**src/rtl/rcon_seq.sv**
```systemverilog
// rtl/rcon_seq.sv - AES round-constant stepper (GF(2^8) xtime), start/advance handshake.
// Optional reverse stepping for the decryption key schedule: RCON_REWIND_EN.
module rcon_seq #(
   parameter int         KEY_BITS = 128,
   parameter logic [7:0] POLY     = 8'h1B
) (
   input  logic       clk,
   input  logic       rst_n,
   input  logic       start,
   input  logic       advance,
`ifdef RCON_REWIND_EN
   input  logic       dir,
`endif
   output logic [7:0] rcon,
   output logic       rcon_valid,
   output logic [3:0] round_idx,
   output logic       last,
   output logic       done
);

   localparam logic [3:0] NUM_RCON = (KEY_BITS == 192) ? 4'd8 :
                                     (KEY_BITS == 256) ? 4'd7 : 4'd10;

   typedef enum logic [1:0] {IDLE, RUN, FIN} state_t;

   state_t     state, state_nx;
   logic [7:0] rcon_nx;
   logic [3:0] idx_nx;
   logic       valid_nx;
   logic       done_nx;
   logic       at_end;

   function automatic logic [7:0] xtime(input logic [7:0] v);
      return {v[6:0], 1'b0} ^ (v[7] ? POLY : 8'h00);
   endfunction

`ifdef RCON_REWIND_EN
   // Final constant of the forward sequence, i.e. the rewind starting point.
   localparam logic [7:0] RCON_FINAL = (NUM_RCON == 4'd8) ? 8'h80 :
                                       (NUM_RCON == 4'd7) ? 8'h40 : 8'h36;

   logic rev, rev_nx;

   function automatic logic [7:0] inv_xtime(input logic [7:0] v);
      return v[0] ? (((v ^ POLY) >> 1) | 8'h80) : (v >> 1);
   endfunction

   assign at_end = rev ? (round_idx == 4'd1) : (round_idx == NUM_RCON);
`else
   assign at_end = (round_idx == NUM_RCON);
`endif

   assign last = (state == RUN) && at_end;

   always_comb begin
      state_nx = state;
      rcon_nx  = rcon;
      idx_nx   = round_idx;
      valid_nx = rcon_valid;
      done_nx  = 1'b0;
`ifdef RCON_REWIND_EN
      rev_nx   = rev;
`endif
      case (state)
         IDLE: begin
            if (start) begin
               state_nx = RUN;
               valid_nx = 1'b1;
`ifdef RCON_REWIND_EN
               rev_nx   = dir;
               rcon_nx  = dir ? RCON_FINAL : 8'h01;
               idx_nx   = dir ? NUM_RCON : 4'd1;
`else
               rcon_nx  = 8'h01;
               idx_nx   = 4'd1;
`endif
            end
         end
         RUN: begin
            if (start) begin
`ifdef RCON_REWIND_EN
               rev_nx  = dir;
               rcon_nx = dir ? RCON_FINAL : 8'h01;
               idx_nx  = dir ? NUM_RCON : 4'd1;
`else
               rcon_nx = 8'h01;
               idx_nx  = 4'd1;
`endif
            end else if (advance) begin
               if (at_end) begin
                  state_nx = FIN;
                  rcon_nx  = 8'h00;
                  idx_nx   = 4'd0;
                  valid_nx = 1'b0;
                  done_nx  = 1'b1;
               end else begin
`ifdef RCON_REWIND_EN
                  rcon_nx = rev ? inv_xtime(rcon) : xtime(rcon);
                  idx_nx  = rev ? round_idx - 4'd1 : round_idx + 4'd1;
`else
                  rcon_nx = xtime(rcon);
                  idx_nx  = round_idx + 4'd1;
`endif
               end
            end
         end
         FIN: begin
            // start here is deliberately dropped; it must be re-issued in IDLE.
            state_nx = IDLE;
         end
         default: begin
            state_nx = IDLE;
            rcon_nx  = 8'h00;
            idx_nx   = 4'd0;
            valid_nx = 1'b0;
         end
      endcase
   end

   always_ff @(posedge clk) begin
      if (!rst_n) begin
         state      <= IDLE;
         rcon       <= 8'h00;
         round_idx  <= 4'd0;
         rcon_valid <= 1'b0;
         done       <= 1'b0;
`ifdef RCON_REWIND_EN
         rev        <= 1'b0;
`endif
      end else begin
         state      <= state_nx;
         rcon       <= rcon_nx;
         round_idx  <= idx_nx;
         rcon_valid <= valid_nx;
         done       <= done_nx;
`ifdef RCON_REWIND_EN
         rev        <= rev_nx;
`endif
      end
   end

endmodule

```
**config.mk**
```make
export PLATFORM = sky130hd
export DESIGN_NAME = rcon_seq
export DESIGN_NICKNAME = d
export VERILOG_FILES = /design/src/rtl/rcon_seq.sv
export SDC_FILE = /design/constraint.sdc
export NUM_CORES = 1
export LEC_CHECK = 0
export BUFFER_PORTS_ARGS = -buffer_cell sky130_fd_sc_hd__buf_4
export CORE_MARGIN = 3
export CORE_UTILIZATION = 45
export CTS_CLUSTER_DIAMETER = 60
export DETAILED_ROUTE_END_ITERATION = 12
export HOLD_SLACK_MARGIN = 0.05
export PLACE_DENSITY_LB_ADDON = 0.15
export REMOVE_ABC_BUFFERS = 1
export SYNTH_ARGS = -nofsm -noshare
export SYNTH_HDL_FRONTEND = slang
export SYNTH_SLANG_ARGS = --single-unit
export TNS_END_PERCENT = 1
```
**constraint.sdc**
```tcl
create_clock -name clk -period 1.6 [get_ports clk]
set_input_delay 0.32 -clock clk [delete_from_list [all_inputs] [get_ports clk]]
set_output_delay 0.32 -clock clk [all_outputs]
set_load 0.005 [all_outputs]
```
==> results of run 1 <==
==> per-layer routing <==
metal	wire [um]	GRT usage [%]	up-vias
met5	0	0	-
met4	25	8.84	0
met3	89	3.07	4
met2	896	30.5	21
met1	838	25.9	363
li1	-	-	358
==> path summary, 6_finish.rpt <==
check                    start       end  slack, ps  cells past startpoint
setup / recovery  round_idx[0]   rcon[4]          6                      6
hold reg to reg        rcon[2]   rcon[2]        510                      2
setup reg to reg  round_idx[0]   rcon[4]          6                      6
hold / removal           start  state[1]        250                      2
==> timing repair <==
item / CTS / global route
endpoints found under the setup margin: 4 / 5
pin swaps: 2 / 3
buffers inserted: 1 / 1
gates resized for setup: 7 / 4
cloned: 1 / 0
==> sequential cells by signal, summed over array words and instances (netlist names) <==
| signal | count |
|---|---|
| done | 1 |
| rcon | 8 |
| round_idx | 4 |
| rcon_valid | 1 |
| state | 2 |
==> worst max-delay path: stages (launching register included) <==
cell      delay, ps
dfxtp_2         340
inv_2            50
ha_4            150
nand3b_1        100
or4b_4          480
buf_6           150
o32ai_2         230
==> stage by stage <==
stage	setup slack (ps)	cells	util [%]	setup TNS (ps)
CTS	-8.21	126	67.0	-8.21
global route	-58.6	127	68.3	-113
detailed placement	-10.1	120	62.2	-12.9
finish	6.14	127	68.3	0
floorplan	-165	76	-	-1080
global placement	22.3	120	62.2	0
==> power by group through the flow <==
stage          logic, mW  clock network [mW]  registers, mW
6_report          0.0975               0.273          0.415
5_1_grt            0.109               0.285          0.416
4_1_cts           0.0952               0.274          0.415
3_5_place_dp      0.0885                   0          0.423
3_3_place_gp      0.0877                   0          0.423
2_1_floorplan     0.0380                   0          0.425
==> cells by family after synthesis <==
family                   synth area share [%]
AO/OA/AOI/OAI                            20.1
flip-flops                               42.9
AND/OR/NAND/NOR                          26.1
XOR/XNOR                                 3.52
buffers and inverters                    4.02
adder cells (fa/ha/maj)                  3.35
==> Yosys cell counts (3+ instances only) <==
master / n / area share (%)
clkbuf_1: 3 / 1.5
dfxtp_1: 16 / 43
inv_1: 3 / 1.5
nand2_1: 11 / 5.5
nand2b_1: 3 / 2.5
nand4_1: 3 / 2.5
o22ai_1: 4 / 3.3
o32ai_2: 4 / 8.7
xnor2_1: 3 / 3.5
==> cell type report <==
class                           count  share of cell area, %
Multi-Input combinational cell     57                   40.0
Inverter                            3                   1.07
Timing Repair Buffer               31                   22.9
Sequential cell                    16                   30.7
Tap cell                           16                   1.90
Clock buffer                        4                   3.45
==> results_dict.tcl, run 1 <==
set metrics [dict create \
    arrival_ps 1800 \
    place_congestion 0.773 \
    n_fill_cell 126 \
    initial_utilization_pct 48.5 \
    min_period_ps 1590 \
    vdd_ir_drop_max_uv 584 \
    critPathLaunchType "flip-flop" \
    status "complete, no violations" \
    finalHoldViolCount 0 \
    clockRootBuffer "clkbuf_4" \
    finClkSkew_ps 6.51 \
    grt_remaining_overflow 0 \
    syn_area_um2 747 \
    cts_hold_buf 0 \
    final_cell_area_mm2 0.00105 \
    viasPerCell 5.87 \
    synth-edff-count 0 \
    clk_latency_ps 290 \
    synth_seq_cells 16 \
    slew-limit-headroom_pct 75.5 \
    num_rows 14 \
    wire_per_inst_um 14.6 \
    port_buffers 18 \
    dr.first_iter.drc_count 24 \
    area_delta_synth_final_pct 40.9 \
    die_x_um 46.7 \
    sw_frac_of_total_pct 24.6 \
    grt_max_degree 15 \
    drive_above_1_share_pct 40.5 \
    endpoint_kind "flip-flop" \
    total_power_mw 0.786 \
    p_comb_share_pct 12.4 \
    seqPwrFrac_pct 52.8 \
    mostFrequentLayoutCell "buf_4" \
    placed_cell_area_um2 958 \
    setup_viol 0 \
    layout_common_cells "27 x buf_4, 14 x dfxtp_1, 11 x nand2_1" \
    multi_input_area_um2 420 \
    nNetsFinal 118 \
    pwr-share-clk_pct 34.8 \
    grt_pass1_wl_um 3090 \
    fmax_mhz 627 \
    path_clk_slew_ps 100 \
    cp_max_fo 5 \
    ctsHtreeMaxLevel 1 \
    seq_area_frac_synth_pct 42.9 \
    powerDensity_mw_per_mm2 747 \
    dp_hpwl_um 1250 \
    clockBufferDepth 2 \
    hold_path_class "primary input to flip-flop" \
    antennaDiodeCount 0 \
    grt_pass1_vias 670 \
    drc_errors 0 \
    worstMarginPinSlew_ps 367 \
    cp.required_ps 1810 \
    p_switching_mw 0.193 \
    grt_use_total_pct 19.3 \
    cts_tree "built" \
    synth_flop_cell "dfxtp_1" \
    whs_ps 253 \
    leakagePower_nw 0.411 \
    synth.avg_cell_area_um2 9.34 \
    cts_buffers 3 \
    synthCells 80 \
    rsz0062_at_grt "true" \
    first_pass_iters 4 \
    maxCapViolCount 0 \
    antenna_found_initial 0 \
    num_io_pins 19 \
    synthArstFlopShare_pct 0 \
    intPower_mw 0.592 \
    worstSetupPathType "flip-flop to flip-flop" \
    ant_nets 0 \
    regArea_um2 323 \
    vias 746 \
    cts.sinks 16 \
    yosysWarnings 0 \
    core_mm2 0.00154 \
    die_height_um 46.7 \
    fin_crit_sh_pct 99.6 \
    dieArea_mm2 0.00218 \
    synth_cell_types 29 \
    routed_wl_um 1850 \
    drv_slew 0 \
]
No activity file was read; power rests on OpenSTA's default activity.
==> run 2, diff against run 1 <==
- CORE_ASPECT_RATIO: not set -> 1.1
- PLACE_DENSITY: not set -> 0.79
- PLACE_DENSITY_LB_ADDON: 0.15 -> not set
==> results_dict.tcl, run 2 (synthesis results as in run 1) <==
set metrics [dict create \
    placed_cell_area_um2 951 \
    cp_max_fo 10 \
    fmax_mhz 638 \
    ctsHtreeMaxLevel 1 \
    intPower_mw 0.535 \
    mostFrequentLayoutCell "buf_4" \
    pwr-share-clk_pct 28.8 \
    reg_top3 "rcon x8, round_idx x4, state x2" \
    cts_hold_buf 0 \
    slew-limit-headroom_pct 74.7 \
    clockBufferDepth 2 \
    largest_reg_flops 8 \
    setup_viol 0 \
    top_register "rcon" \
    place_congestion 0.823 \
    sw_frac_of_total_pct 24.2 \
    postLayoutCoreUtil_pct 68.7 \
    min_period_ps 1570 \
    worstMarginPinSlew_ps 378 \
    powerDensity_mw_per_mm2 707 \
    final_cell_area_um2 998 \
    routed_wl_um 1730 \
    dr.first_iter.drc_count 16 \
    area_delta_synth_final_pct 33.7 \
    critPathLaunchType "flip-flop" \
    antenna_found_initial 0 \
    core_mm2 0.00145 \
    finClkSkew_ps 1.75 \
    ant_nets 0 \
    die_x_um 44.8 \
    finalHoldViolCount 0 \
    grt_max_degree 15 \
    drive_above_1_share_pct 37.7 \
    cp.required_ps 1790 \
    viasPerCell 5.85 \
    cts_buffers 3 \
    nNetsFinal 114 \
    port_buffers 18 \
    layout_common_cells "26 x buf_4, 14 x dfxtp_1, 11 x nand2_1" \
    drv_slew 0 \
    p_switching_mw 0.171 \
    fin_crit_sh_pct 98.0 \
    path_clk_slew_ps 90 \
    grt_pass1_wl_um 2880 \
    fin_setup_tns_ps 0 \
    leakagePower_nw 0.384 \
    vdd_ir_drop_max_uv 521 \
    vias 714 \
    grt_use_total_pct 17.2 \
    clk_latency_ps 270 \
    fin_cells 122 \
    initial_utilization_pct 51.4 \
    dp_hpwl_um 1230 \
    status "complete, no violations" \
    dp_cells 119 \
    grt_remaining_overflow 0 \
    cts_tree "built" \
    dieArea_mm2 0.00219 \
    grt_pass1_vias 648 \
    die_height_um 48.7 \
    maxCapViolCount 0 \
    first_pass_iters 4 \
    cts.sinks 16 \
    arrival_ps 1760 \
    num_io_pins 19 \
    endpoint_kind "flip-flop" \
    rsz0062_at_grt "true" \
    seqPwrFrac_pct 58.9 \
    antennaDiodeCount 0 \
    worstSetupPathType "flip-flop to flip-flop" \
    hold_path_class "primary input to flip-flop" \
    clockRootBuffer "clkbuf_4" \
    wire_per_inst_um 14.1 \
    p_comb_share_pct 12.3 \
    drc_errors 0 \
    num_rows 14 \
]
## run 2: changes by cell type in the layout (fill, tap and decap cells not counted), sizes merged
cell    delta
buf        -4
clkbuf     -1
## run 2: area by class of cell
class,count,area (um^2)
fillers,113,455
repair buffers,27,206
flip-flops and latches,16,323
clock buffers,3,22.5
inverters,3,11.3
multi-input cells,57,415
well taps,16,20.0
## run 2: worst paths after layout
kind                start       to  cells after the start  slack [ps]
min                 start     done                      2         260
max reg2reg  round_idx[0]  rcon[4]                      5          30
max          round_idx[0]  rcon[4]                      5          30
min reg2reg       rcon[6]  rcon[7]                      2         510
## run 2: timing repair
action / 4_1_cts / 5_1_grt
setup buffers: 1 / 0
endpoints found under the setup margin: 7 / 9
resized for setup: 6 / 3
pin swaps: 1 / 0
## run 2: power by group through the flow
stage	clock [mW]	sequential [mW]	combinational [mW]
2_1_floorplan	0	0.425	0.0380
6_report	0.204	0.416	0.0867
3_5_place_dp	0	0.424	0.0833
4_1_cts	0.211	0.416	0.0851
5_1_grt	0.236	0.417	0.0939
3_3_place_gp	0	0.424	0.0830
## run 2: critical path, stage by stage, from the launching register on
cell      delay [ps]
dfxtp_2          350
inv_2             50
ha_4             150
nand3b_1         110
or4b_4           570
o32ai_2          260
## run 2: metrics by stage
| stage | hold WS [ps] | power [mW] | worst slack, ps |
|---|---|---|---|
| after floorplan | 399 | 0.463 | -165 |
| after global placement | 486 | 0.507 | 7.98 |
| after detailed placement | 490 | 0.508 | -31.2 |
| after CTS | 251 | 0.711 | -13.2 |
| after global routing | 247 | 0.748 | -47.0 |
| final | 259 | 0.706 | 32.2 |
## run 2: routing by layer
layer | global-route usage, % | vias up | share of wire (%)
li1 | - | 351 | -
met5 | 0 | - | 0
met1 | 23.1 | 339 | 45
met4 | 6.83 | 0 | 1.4
met2 | 25.4 | 20 | 47
met3 | 5.19 | 4 | 6.0
